[src/rtl/pwm_timer.sv]
// Multi-channel PWM timer with a prescaled up-counter, shadowed period/compare
// registers, a wrap flag with interrupt and a single-cycle bus-slave handshake.
module pwm_timer #(
  parameter int CHANNELS  = 4,
  parameter int CNT_WIDTH = 16
) (
  input  logic                clk,
  input  logic                reset,
  input  logic                select,
  input  logic [3:0]          wstrb,
  input  logic [4:0]          addr,
  input  logic [31:0]         data_i,
  output logic                ready,
  output logic [31:0]         data_o,
  output logic [CHANNELS-1:0] pwm_out,
  output logic                irq
);

  typedef logic [CNT_WIDTH-1:0] cnt_t;

  localparam logic [11:0] CTRL_MASK =
    12'h003 | {4'((1 << CHANNELS) - 1), 4'((1 << CHANNELS) - 1), 4'h0};

  typedef enum logic [1:0] {BUS_IDLE, BUS_READY, BUS_HOLD} bus_state_t;

  bus_state_t          busState_q, busState_d;
  logic [11:0]         ctrl_q, ctrl_d;
  cnt_t                presc_q, presc_d;
  cnt_t                periodSh_q, periodSh_d;
  cnt_t                period_q, period_d;
  cnt_t                cmpSh_q [CHANNELS];
  cnt_t                cmpSh_d [CHANNELS];
  cnt_t                cmp_q [CHANNELS];
  cnt_t                cmp_d [CHANNELS];
  cnt_t                prescCnt_q, prescCnt_d;
  cnt_t                cnt_q, cnt_d;
  logic                wrap_q, wrap_d;
  logic [CHANNELS-1:0] pwm_q, pwm_d;
  logic                irq_q, irq_d;

  logic                en, irqEn, tick, wrapEvt, wrEn, wrapClr, readyNow;
  logic [CHANNELS-1:0] chanEn, pol;
  logic [31:0]         wmask, rdata;

  function automatic logic [31:0] laneMerge(input logic [31:0] old,
                                            input logic [31:0] wd,
                                            input logic [31:0] m);
    return (old & ~m) | (wd & m);
  endfunction

  assign en     = ctrl_q[0];
  assign irqEn  = ctrl_q[1];
  assign chanEn = ctrl_q[4 +: CHANNELS];
  assign pol    = ctrl_q[8 +: CHANNELS];
  assign wmask  = {{8{wstrb[3]}}, {8{wstrb[2]}}, {8{wstrb[1]}}, {8{wstrb[0]}}};

  // BUS_HOLD keeps ready low until select drops, so one select assertion is one access.
  always_comb begin
    busState_d = busState_q;
    case (busState_q)
      BUS_IDLE:  if (select) busState_d = BUS_READY;
      BUS_READY: busState_d = select ? BUS_HOLD : BUS_IDLE;
      BUS_HOLD:  if (!select) busState_d = BUS_IDLE;
      default:   busState_d = BUS_IDLE;
    endcase
  end

  assign readyNow = (busState_q == BUS_READY);
  assign wrEn     = readyNow && (wstrb != 4'h0);
  assign tick     = en && (prescCnt_q >= presc_q);
  assign wrapEvt  = tick && (cnt_q >= period_q);
  assign wrapClr  = wrEn && (addr == 5'h0C) && wstrb[0] && data_i[0];

  always_comb begin
    rdata = '0;
    case (addr)
      5'h00:   rdata = 32'(ctrl_q);
      5'h04:   rdata = 32'(presc_q);
      5'h08:   rdata = 32'(periodSh_q);
      5'h0C:   rdata = {16'(cnt_q), 15'd0, wrap_q};
      default: begin
        for (int i = 0; i < CHANNELS; i++)
          if (addr == 5'(16 + 4 * i)) rdata = 32'(cmpSh_q[i]);
      end
    endcase
  end

  always_comb begin
    ctrl_d     = ctrl_q;
    presc_d    = presc_q;
    periodSh_d = periodSh_q;
    cmpSh_d    = cmpSh_q;
    if (wrEn) begin
      case (addr)
        5'h00:   ctrl_d = 12'(laneMerge(32'(ctrl_q), data_i, wmask)) & CTRL_MASK;
        5'h04:   presc_d = cnt_t'(laneMerge(32'(presc_q), data_i, wmask));
        5'h08:   periodSh_d = cnt_t'(laneMerge(32'(periodSh_q), data_i, wmask));
        default: begin
          for (int i = 0; i < CHANNELS; i++)
            if (addr == 5'(16 + 4 * i))
              cmpSh_d[i] = cnt_t'(laneMerge(32'(cmpSh_q[i]), data_i, wmask));
        end
      endcase
    end
  end

  // Shadows track continuously while stopped so a fresh enable starts on the written values.
  always_comb begin
    period_d   = period_q;
    cmp_d      = cmp_q;
    prescCnt_d = prescCnt_q + 1'b1;
    cnt_d      = cnt_q;
    if (!en || wrapEvt) begin
      period_d = periodSh_q;
      cmp_d    = cmpSh_q;
    end
    if (!en) begin
      prescCnt_d = '0;
      cnt_d      = '0;
    end else if (tick) begin
      prescCnt_d = '0;
      cnt_d      = wrapEvt ? '0 : cnt_q + 1'b1;
    end
    wrap_d = wrapEvt ? 1'b1 : (wrapClr ? 1'b0 : wrap_q);
    for (int i = 0; i < CHANNELS; i++)
      pwm_d[i] = ((cnt_q < cmp_q[i]) && chanEn[i] && en) ^ pol[i];
    irq_d = wrap_q && irqEn;
  end

  always_ff @(posedge clk) begin
    if (reset) begin
      busState_q <= BUS_IDLE;
      ctrl_q     <= '0;
      presc_q    <= '0;
      periodSh_q <= '0;
      period_q   <= '0;
      prescCnt_q <= '0;
      cnt_q      <= '0;
      wrap_q     <= 1'b0;
      pwm_q      <= '0;
      irq_q      <= 1'b0;
      for (int i = 0; i < CHANNELS; i++) begin
        cmpSh_q[i] <= '0;
        cmp_q[i]   <= '0;
      end
    end else begin
      busState_q <= busState_d;
      ctrl_q     <= ctrl_d;
      presc_q    <= presc_d;
      periodSh_q <= periodSh_d;
      period_q   <= period_d;
      prescCnt_q <= prescCnt_d;
      cnt_q      <= cnt_d;
      wrap_q     <= wrap_d;
      pwm_q      <= pwm_d;
      irq_q      <= irq_d;
      for (int i = 0; i < CHANNELS; i++) begin
        cmpSh_q[i] <= cmpSh_d[i];
        cmp_q[i]   <= cmp_d[i];
      end
    end
  end

  assign ready   = readyNow;
  assign data_o  = readyNow ? rdata : 32'h0;
  assign pwm_out = pwm_q;
  assign irq     = irq_q;

endmodule

[config.mk]
export PLATFORM = sky130hd
export DESIGN_NAME = pwm_timer
export DESIGN_NICKNAME = d
export VERILOG_FILES = /design/src/rtl/pwm_timer.sv
export SDC_FILE = /design/constraint.sdc
export NUM_CORES = 1
export LEC_CHECK = 0
export CORE_MARGIN = 2
export CORE_UTILIZATION = 60
export DETAILED_ROUTE_END_ITERATION = 7
export PLACE_DENSITY = 0.78
export SYNTH_ARGS = -nofsm -noshare
export SYNTH_HDL_FRONTEND = slang
export SYNTH_SLANG_ARGS = --single-unit
export TNS_END_PERCENT = 5
[constraint.sdc]
create_clock -name clk -period 3.06 [get_ports clk]
set_input_delay 0.459 -clock clk [delete_from_list [all_inputs] [get_ports clk]]
set_output_delay 0.459 -clock clk [all_outputs]
set_load 0.05 [all_outputs]
# Word-level counts from Yosys, hierarchy flattened
# Index checks and enable logic that the tools add are counted.
totals:
  out_inout_bits: 38
  elab_cells: 104
  register_bits: 226
  inputBits: 44
classes:
  n_eq_ne: 11
  muxes: 13
  reduce_logical: 32
  n_addsub: 2
  order_cmp: 6
  bitwise: 22
op_table:
  columns: ["operator", "count"]
  rows:
  - ["two-way mux 32 bit", 4]
  - ["one-hot mux 32 bit (4 select lines)", 1]
  - ["bitwise AND 16 bit", 7]
  - ["OR 16 bit", 6]
  - ["less-than comparator 16 bit", 4]
  - ["adder 16 x 1 -> 16 bit (second input constant)", 2]
  - ["greater-or-equal comparator 16 bit", 2]
  - ["two-way mux 16 bit", 2]
  - ["== test 5 bit (second input constant)", 4]
  - ["inverter 16 bit", 1]
  - ["logical AND 1 bit", 15]
  - ["bitwise AND 12 bit", 1]
  - ["OR 12 bit", 1]
  - ["AND reduction 3 bit", 4]
  - ["== test 5 x 4 -> 1 bit (second input constant)", 2]
  - ["AND reduction 2 bit", 4]
  - ["two-way mux 2 bit", 3]
  - ["one-hot mux 2 bit (3 select lines)", 1]
  - ["OR reduction 3 bit", 2]
  - ["== test 5 x 3 -> 1 bit (second input constant)", 1]
  - ["zero test 5 bit", 1]
  - ["inequality test 2 bit (second input constant)", 2]
  - ["nonzero test 4 bit", 1]
  - ["XOR 1 bit", 4]
  - ["9 further kinds", 11]

# Logic depth before layout (Yosys ltp)
# Gate-level depths: netlist (run 1).
logic_depth:
  ltp_word: 7
  depth_mapped: 10
  depth_no_buf: 8

# Least setup slack after synthesis (run 1)
# OpenSTA, ideal clock, no wires.
synth_timing:
  kind: "in2out"
  start: "in addr[3]"
  end: "out data_o[15]"
  arrival_time_ns: 2.734
  required_time_ns: 2.601
  path_slack_ns: -0.133
  cell_stages: 7
  path_cell_list: "clkbuf_1 -> nand2b_1 -> nor2_1 -> clkbuf_1 -> a22oi_1 -> and3_1 -> nor3_1"
synth_via:
  elab_chain_len: 7
  word_cells_on_any_way: 14
  classes_between: "7 x eq/ne; 6 x mux; 1 x reduce/logical"
synth_rtl:
  columns: ["element", "line", "text"]
  rows:
  - ["from (decl)", "11", "input logic [4:0] addr,"]
  - ["== test 5 bit", "83", "if (addr == 5'(16 + 4 * i)) rdata = 32'(cmpSh_q[i]);"]
  - ["two-way mux 16 bit", "83", null]
  - ["two-way mux 32 bit (3 in series)", "83", null]
  - ["one-hot mux 32 bit (4 select lines) *", "76", "case (addr)"]
  - ["two-way mux 32 bit *", "165", "assign data_o = readyNow ? rdata : 32'h0;"]
  - ["to (decl)", "14", "output logic [31:0] data_o,"]
# Mark *: on every way between the ends. The rest lies on a longest branch, timed or not.

# Worst setup path after layout (run 1)
layout_timing:
  start: "in addr[2]"
  end: "out data_o[2]"
# Same word-level chain as after synthesis.

==> flow_summary_export.csv, run 1 <==
group,metric,value,unit
run_status,status,"completed",
grt,grt_first_pass_wirelength,55400,um
sta,setup_slack,31.7,ps
sta,grt_setup_unrepaired,"yes",
placed_design,globalplace.congestion,0.951,
synth,postSynthRegisterBits,226,
critical_path,critical_path_required,2600,ps
clock_tree,tritoncts_clock_tree,"done",
power_and_ir_drop,power.share.combinational,0.046,
critical_path,critPathLaunchType,"input port",
floorplan,die_height,148,um
floorplan,chipWidth,148,um
power_and_ir_drop,totalPowerFinal,6.67,mW
sta,timing.max_slew.rel_slack,0.271,
layout,fill_cells,1511,
min_path,hold_path.class,"in2reg",
sta,finalHoldViolations,0,
sta,period_share,0.990,
critical_path,worst-r2r-cell-count,9,
critical_path,worst_r2r_setup_slack,170,ps
min_path,worstHoldPathCells,2,
synth,synth_enable_flop_cells,0,
floorplan,floorplan.die_area,21800,um^2
grt,maximum_number_of_pins_on_one_net_before_global_route_repair,126,
route,routed_via_density,5.94,
floorplan,rows,52,
layout,layout.cells.most_common_list,"225 x sky130_fd_sc_hd__dfxtp_1, 174 x sky130_fd_sc_hd__nand2b_1, 147 x sky130_fd_sc_hd__mux2i_1",
synth,mappedNetlistArea,12400,um^2
synth,ys_seq_area_frac,0.366,
power_and_ir_drop,irDropWorstVdd,0.481,mV
synth,netlist-cell-type-count,47,
critical_path,path_class,"in2out",
sta,finClkSkew,7.56,ps
route,post_drt_wl_per_cell,19.3,um
power_and_ir_drop,seq_power_share,0.442,
clock_tree,cts_num_sinks,226,
clock_tree,post-cts-setup-buffers,0,
synth,synth_top_area_share,0.366,
route,route.detailed.drc,0,
floorplan,initial_cell_density_of_the_core,0.611,
route,vias,10700,
layout,mostFrequentLayoutCell,"sky130_fd_sc_hd__dfxtp_1",
placed_design,placement.io_buffers,63,
sta,fmax,0.330,GHz
grt,grtUsageTotal,0.320,
power_and_ir_drop,netSwitchingFraction,0.221,
route,finalWirelength,34900,um
synth,synth.avg_cell_area,8.52,um^2
critical_path,arrival,2570,ps
grt,antenna_found_initial,1,
power_and_ir_drop,switching_power,1.47,mW
grt,vias_in_the_first_global_route,10300,
synth,synth-async-reset-ratio,0,
critical_path,path_max_fanout,19,
critical_path,reg2reg_to,"pwm_out[1]",
clock_tree,tritoncts_buffers,25,
synth,biggest_area_consumer_among_synthesized_cells,"sky130_fd_sc_hd__dfxtp_1",
sta,layout_min_cycle_time,3030,ps
critical_path,worstReg2RegStart,"cnt_q[11]",
placed_design,preCtsSetupSlack,127,ps
layout,n_antenna_cell,0,
route,antenna_violating_nets_post_route,0,
critical_path,endpoint_kind,"output port",
layout,syn_to_final_growth,19.6,%
min_path,worst_hold_startpoint,"reset",
sta,setup_violations,0,
synth,yosys_warnings,0,
synth,post_synth_main_area_contributors,"sky130_fd_sc_hd__dfxtp_1 37%, sky130_fd_sc_hd__mux2i_1 12%, sky130_fd_sc_hd__ha_1 9.5%, sky130_fd_sc_hd__nand2b_1 8.8%, sky130_fd_sc_hd__a21oi_1 4.9%",
floorplan,io-pin-count,82,
grt,grt_overflow,0,
route,detailedRoute.firstPassIterationCount,5,
clock_tree,clock_insertion_delay_worst_skew,530,ps
synth,post_synth_inst_count,1451,
synth,synthesized_netlist_net_count,1589,
power_and_ir_drop,static-leakage-power,5.19,nW
power_and_ir_drop,powerDensity,451,nW/um^2
route,drt_first_iter_violations,805,
sta,timing_worst_slew_pin_value,1090,ps
sta,max_transition_viols_final,0,
power_and_ir_drop,p_int,5.20,mW
clock_tree,clock_tree.root_cell,"sky130_fd_sc_hd__clkbuf_16",
synth,synth_flop_cell,"sky130_fd_sc_hd__dfxtp_1",
flow_run,maxCapViolations,0,
clock_tree,cts-root-to-sink-buffers,3,
power_and_ir_drop,clock_power_share,0.511,
clock_tree,clk_transition_reported_paths,70,ps
placed_design,place_hpwl,24900,um
floorplan,core,20200,um^2
clock_tree,ctsHtreeMaxLevel,1,
layout,design.final.nets,1659,
layout,drive_above_1_share,0.102,
==> critical path, stage by stage <==
cell and delay (ps):
sky130_fd_sc_hd__clkdlybuf4s50_1 500, sky130_fd_sc_hd__buf_12 190, sky130_fd_sc_hd__nand2_1 110, sky130_fd_sc_hd__nor2_1 170, sky130_fd_sc_hd__buf_4 230, sky130_fd_sc_hd__a22oi_1 100
sky130_fd_sc_hd__and3_1 170, sky130_fd_sc_hd__nor3_1 270, sky130_fd_sc_hd__buf_4 200, sky130_fd_sc_hd__buf_12 130
==> routing by layer <==
layer | vias to the layer above | wire [um] | global-route usage | part of all wire
met5 | - | 0 | 0 | 0
met4 | 0 | 1250 | 0.118 | 0.036
met3 | 87 | 2760 | 0.0454 | 0.079
met2 | 507 | 16200 | 0.532 | 0.46
met1 | 5025 | 14700 | 0.426 | 0.42
li1 | 5128 | - | - | -
==> per-stage QoR <==
step	util	TNS, ps	hold WS [ps]	area (um^2)	cells
floorplan	-	-11.8	411	12400	1451
global placement	0.684	0	424	13800	1764
detailed placement	0.684	0	435	13800	1764
CTS	0.730	0	354	14800	1809
global route	0.731	-104	382	14800	1809
finish	0.731	0	366	14800	1809
==> area by class of cell <==
cell class                      instances  area (um^2)  share of cell area
Multi-Input combinational cell       1043         7110               0.481
Clock buffer                           32          702              0.0475
Inverter                              101          379              0.0256
Clock inverter                         13          231              0.0157
Timing Repair Buffer                  124         1500               0.102
Sequential cell                       226         4530               0.306
Tap cell                              270          338              0.0228
==> cells in the mapped netlist (all sizes together), types with 7 or more instances <==
| cell type | count |
|---|---|
| nand2 | 104 |
| nor2 | 108 |
| o22ai | 9 |
| a22oi | 14 |
| and3 | 14 |
| a21o | 7 |
| o21ai | 29 |
| ha | 94 |
| mux2i | 147 |
| nand3 | 74 |
| a222oi | 9 |
| dfxtp | 226 |
| a211oi | 8 |
| nand4 | 15 |
| nand2b | 174 |
| and2 | 17 |
| nor2b | 10 |
| a21oi | 120 |
| inv | 101 |
| or3 | 13 |
| nand4b | 7 |
| nor3 | 14 |
| clkbuf | 53 |
| buf | 28 |
| xor2 | 8 |
==> what timing repair did <==
action,in CTS,in global routing
gates resized for setup,0,3
hold buffers,0,0
endpoints found under the setup margin,0,4
==> logic make-up after synthesis <==
logic type / after synthesis / synth area share
AO/OA/AOI/OAI: 220 / 0.106
adder cells (fa/ha/maj): 94 / 0.0952
buffers and inverters: 182 / 0.0616
flip-flops: 226 / 0.366
AND/OR/NAND/NOR: 563 / 0.237
XOR/XNOR: 14 / 0.00992
multiplexers: 152 / 0.125
==> power groups by stage <==
stage                     Sequential [mW]  Clock, mW  Combinational, mW
after floorplan                      3.01          0              0.159
after global placement               3.02          0              0.295
after detailed placement             3.02          0              0.296
after CTS                            2.95       3.42              0.299
after global routing                 2.95       3.54              0.321
final                                2.95       3.41              0.309
==> how the worst max path moves through the flow <==
stage / start / to / slack, ps / cells past startpoint
2_1_floorplan: addr[4] / data_o[16] / -4 / 4
3_3_place_gp: addr[2] / data_o[3] / 130 / 10
3_5_place_dp: addr[2] / data_o[2] / 130 / 10
4_1_cts: cnt_q[9] / pwm_out[1] / 90 / 9
5_1_grt: addr[2] / data_o[12] / -50 / 10
6_report: addr[2] / data_o[2] / 30 / 10
Note: power is estimated with default switching activity, not from simulation.
==> inputs of run 2 (changes only) <==
Settings changed: CAP_MARGIN from default to 15, CORE_MARGIN 2 to 3, CORE_UTILIZATION 60 to 45, PLACE_DENSITY 0.78 to 0.6.
==> run 2 against run 1 <==
Compared with the run above: cell area grew 0.38%; global-route usage shrank 7.5 points; sequential share of layout area shrank 0.12 points; die area grew 36%; worst setup slack gained 69 ps; utilization shrank 18 points; clock skew grew 5.7 ps; register-to-register slack lost 40 ps; non-clock buffer count grew 4; largest power group unchanged.
==> flow_summary_export.csv, run 2 (same netlist as run 1, synthesis figures left out) <==
group,metric,value,unit
critical_path,worstReg2RegStart,"cnt_q[10]",
power_and_ir_drop,powerDensity,424,nW/um^2
clock_tree,clock_insertion_delay_worst_skew,530,ps
grt,grtUsageTotal,0.245,
floorplan,initial_cell_density_of_the_core,0.459,
critical_path,cp_num_cells,10,
clock_tree,post-cts-setup-buffers,0,
sta,grt_setup_unrepaired,"no",
layout,drive_above_1_share,0.104,
sta,fin_setup_tns,0,ps
grt,grt_overflow,0,
clock_tree,tritoncts_buffers,26,
sta,finClkSkew,13.3,ps
sta,max_transition_viols_final,0,
layout,syn_to_final_growth,20.1,%
critical_path,critical_path_required,2600,ps
critical_path,arrival,2500,ps
critical_path,path_max_fanout,34,
grt,antenna_found_initial,1,
critical_path,path_class,"in2out",
floorplan,core,27000,um^2
sta,setup_violations,0,
clock_tree,cts_num_sinks,226,
sta,timing_worst_slew_pin_value,1050,ps
layout,mostFrequentLayoutCell,"sky130_fd_sc_hd__dfxtp_1",
critical_path,reg2reg_to,"pwm_out[1]",
grt,vias_in_the_first_global_route,9982,
critical_path,crit_path_top_delay_cell,"sky130_fd_sc_hd__clkdlybuf4s50_1",
floorplan,io-pin-count,82,
grt,grt_first_pass_wirelength,56800,um
placed_design,placement.io_buffers,63,
layout,fill_cells,2513,
sta,layout_min_cycle_time,2960,ps
route,finalWirelength,36200,um
critical_path,critPathLaunchType,"input port",
layout,regArea,4530,um^2
critical_path,cp_slowest_stage_delay,500,ps
critical_path,setup.worst_path.end,"data_o[13]",
floorplan,chipWidth,172,um
grt,maximum_number_of_pins_on_one_net_before_global_route_repair,158,
route,routed_via_density,5.51,
sta,finalHoldViolations,0,
clock_tree,tritoncts_clock_tree,"done",
flow_run,maxCapViolations,0,
floorplan,floorplan.die_area,29500,um^2
power_and_ir_drop,irDropWorstVdd,0.329,mV
sta,fmax,0.338,GHz
route,post_drt_wl_per_cell,19.2,um
critical_path,crit_path_start,"addr[2]",
layout,design.final.nets,1664,
layout,n_antenna_cell,0,
sta,period_share,0.967,
critical_path,critical_path.cell_chain,"clkdlybuf4s50_1 > buf_12 > nand2b_1 > nor2_2 > buf_12 > a22oi_1 > and3_1 > nor3_1 > buf_4 > buf_12",
critical_path,worst-r2r-cell-count,10,
placed_design,globalplace.congestion,0.891,
floorplan,die_height,172,um
route,route.detailed.drc,0,
critical_path,cpLargestDelayFamily,"buffers and inverters",
critical_path,path_buf_inv,5,
route,detailedRoute.firstPassIterationCount,5,
placed_design,place_hpwl,26800,um
layout,layout.cells.most_common_list,"225 x sky130_fd_sc_hd__dfxtp_1, 173 x sky130_fd_sc_hd__nand2b_1, 147 x sky130_fd_sc_hd__mux2i_1",
critical_path,worst_r2r_setup_slack,130,ps
power_and_ir_drop,static-leakage-power,5.18,nW
clock_tree,cts-root-to-sink-buffers,3,
critical_path,path_common_cell,"sky130_fd_sc_hd__buf_12",
layout,final_util,0.551,
clock_tree,ctsHtreeMaxLevel,1,
sta,timing.max_slew.rel_slack,0.298,
clock_tree,clock_tree.root_cell,"sky130_fd_sc_hd__clkbuf_16",
route,drt_first_iter_violations,921,
clock_tree,clk_transition_reported_paths,60,ps
layout,area_of_the_multi_input_gates,7130,um^2
route,vias,10400,
critical_path,endpoint_kind,"output port",
run_status,status,"completed",
min_path,hold_path.class,"in2reg",
route,antenna_violating_nets_post_route,0,
floorplan,rows,60,
==> run 2: worst min path at each step <==
stage / start / endpoint / slack, ps / cells past startpoint
5_1_grt: reset / flop / 350 / 2
3_3_place_gp: busState_q[0] / busState_q[0] / 420 / 1
4_1_cts: reset / flop / 310 / 2
2_1_floorplan: busState_q[0] / busState_q[0] / 410 / 1
3_5_place_dp: busState_q[0] / busState_q[0] / 430 / 1
6_report: reset / flop / 330 / 2
==> run 2: repair_timing <==
| action | in CTS | in global routing |
|---|---|---|
| gates cloned | 0 | 0 |
| gates resized for setup | 1 | 6 |
| hold buffers | 0 | 0 |
| endpoints found under the setup margin | 2 | 5 |
==> run 2: metal layers <==
metal | track usage | vias to the layer above | part of all wire | wire length (um)
met3 | 0.0446 | 73 | 0.068 | 2470
met2 | 0.386 | 349 | 0.44 | 15900
met5 | 0 | - | 0.00028 | 10
met4 | 0.0739 | 2 | 0.032 | 1170
met1 | 0.344 | 4827 | 0.46 | 16700
li1 | - | 5127 | - | -
==> run 2: cell type report <==
cell class	instances	area share
multi-input cells	1043	0.480
flip-flops and latches	226	0.305
repair buffers	128	0.105
clock buffers	37	0.0508
well taps	341	0.0287
inverters	101	0.0255
clock inverters	9	0.00531
==> run 2: stage by stage <==
step                      hold slack, ps  cell area (um^2)  worst slack [ps]  total power, mW  std cells
final                                327             14800               100             6.29       1885
after global routing                 350             14800             0.648             6.47       1885
after CTS                            314             14800              1.02             6.35       1885
after detailed placement             431             14000              -102             3.32       1839
after global placement               423             14000             -90.8             3.32       1839
after floorplan                      411             12400             -3.92             3.17       1451
==> run 2: power by group <==
| group | switching, mW | leakage (nW) | internal [mW] |
|---|---|---|---|
| sequential | 0.00394 | 1.82 | 2.95 |
| clock | 1.25 | 0.407 | 1.79 |
| combinational | 0.189 | 2.95 | 0.117 |
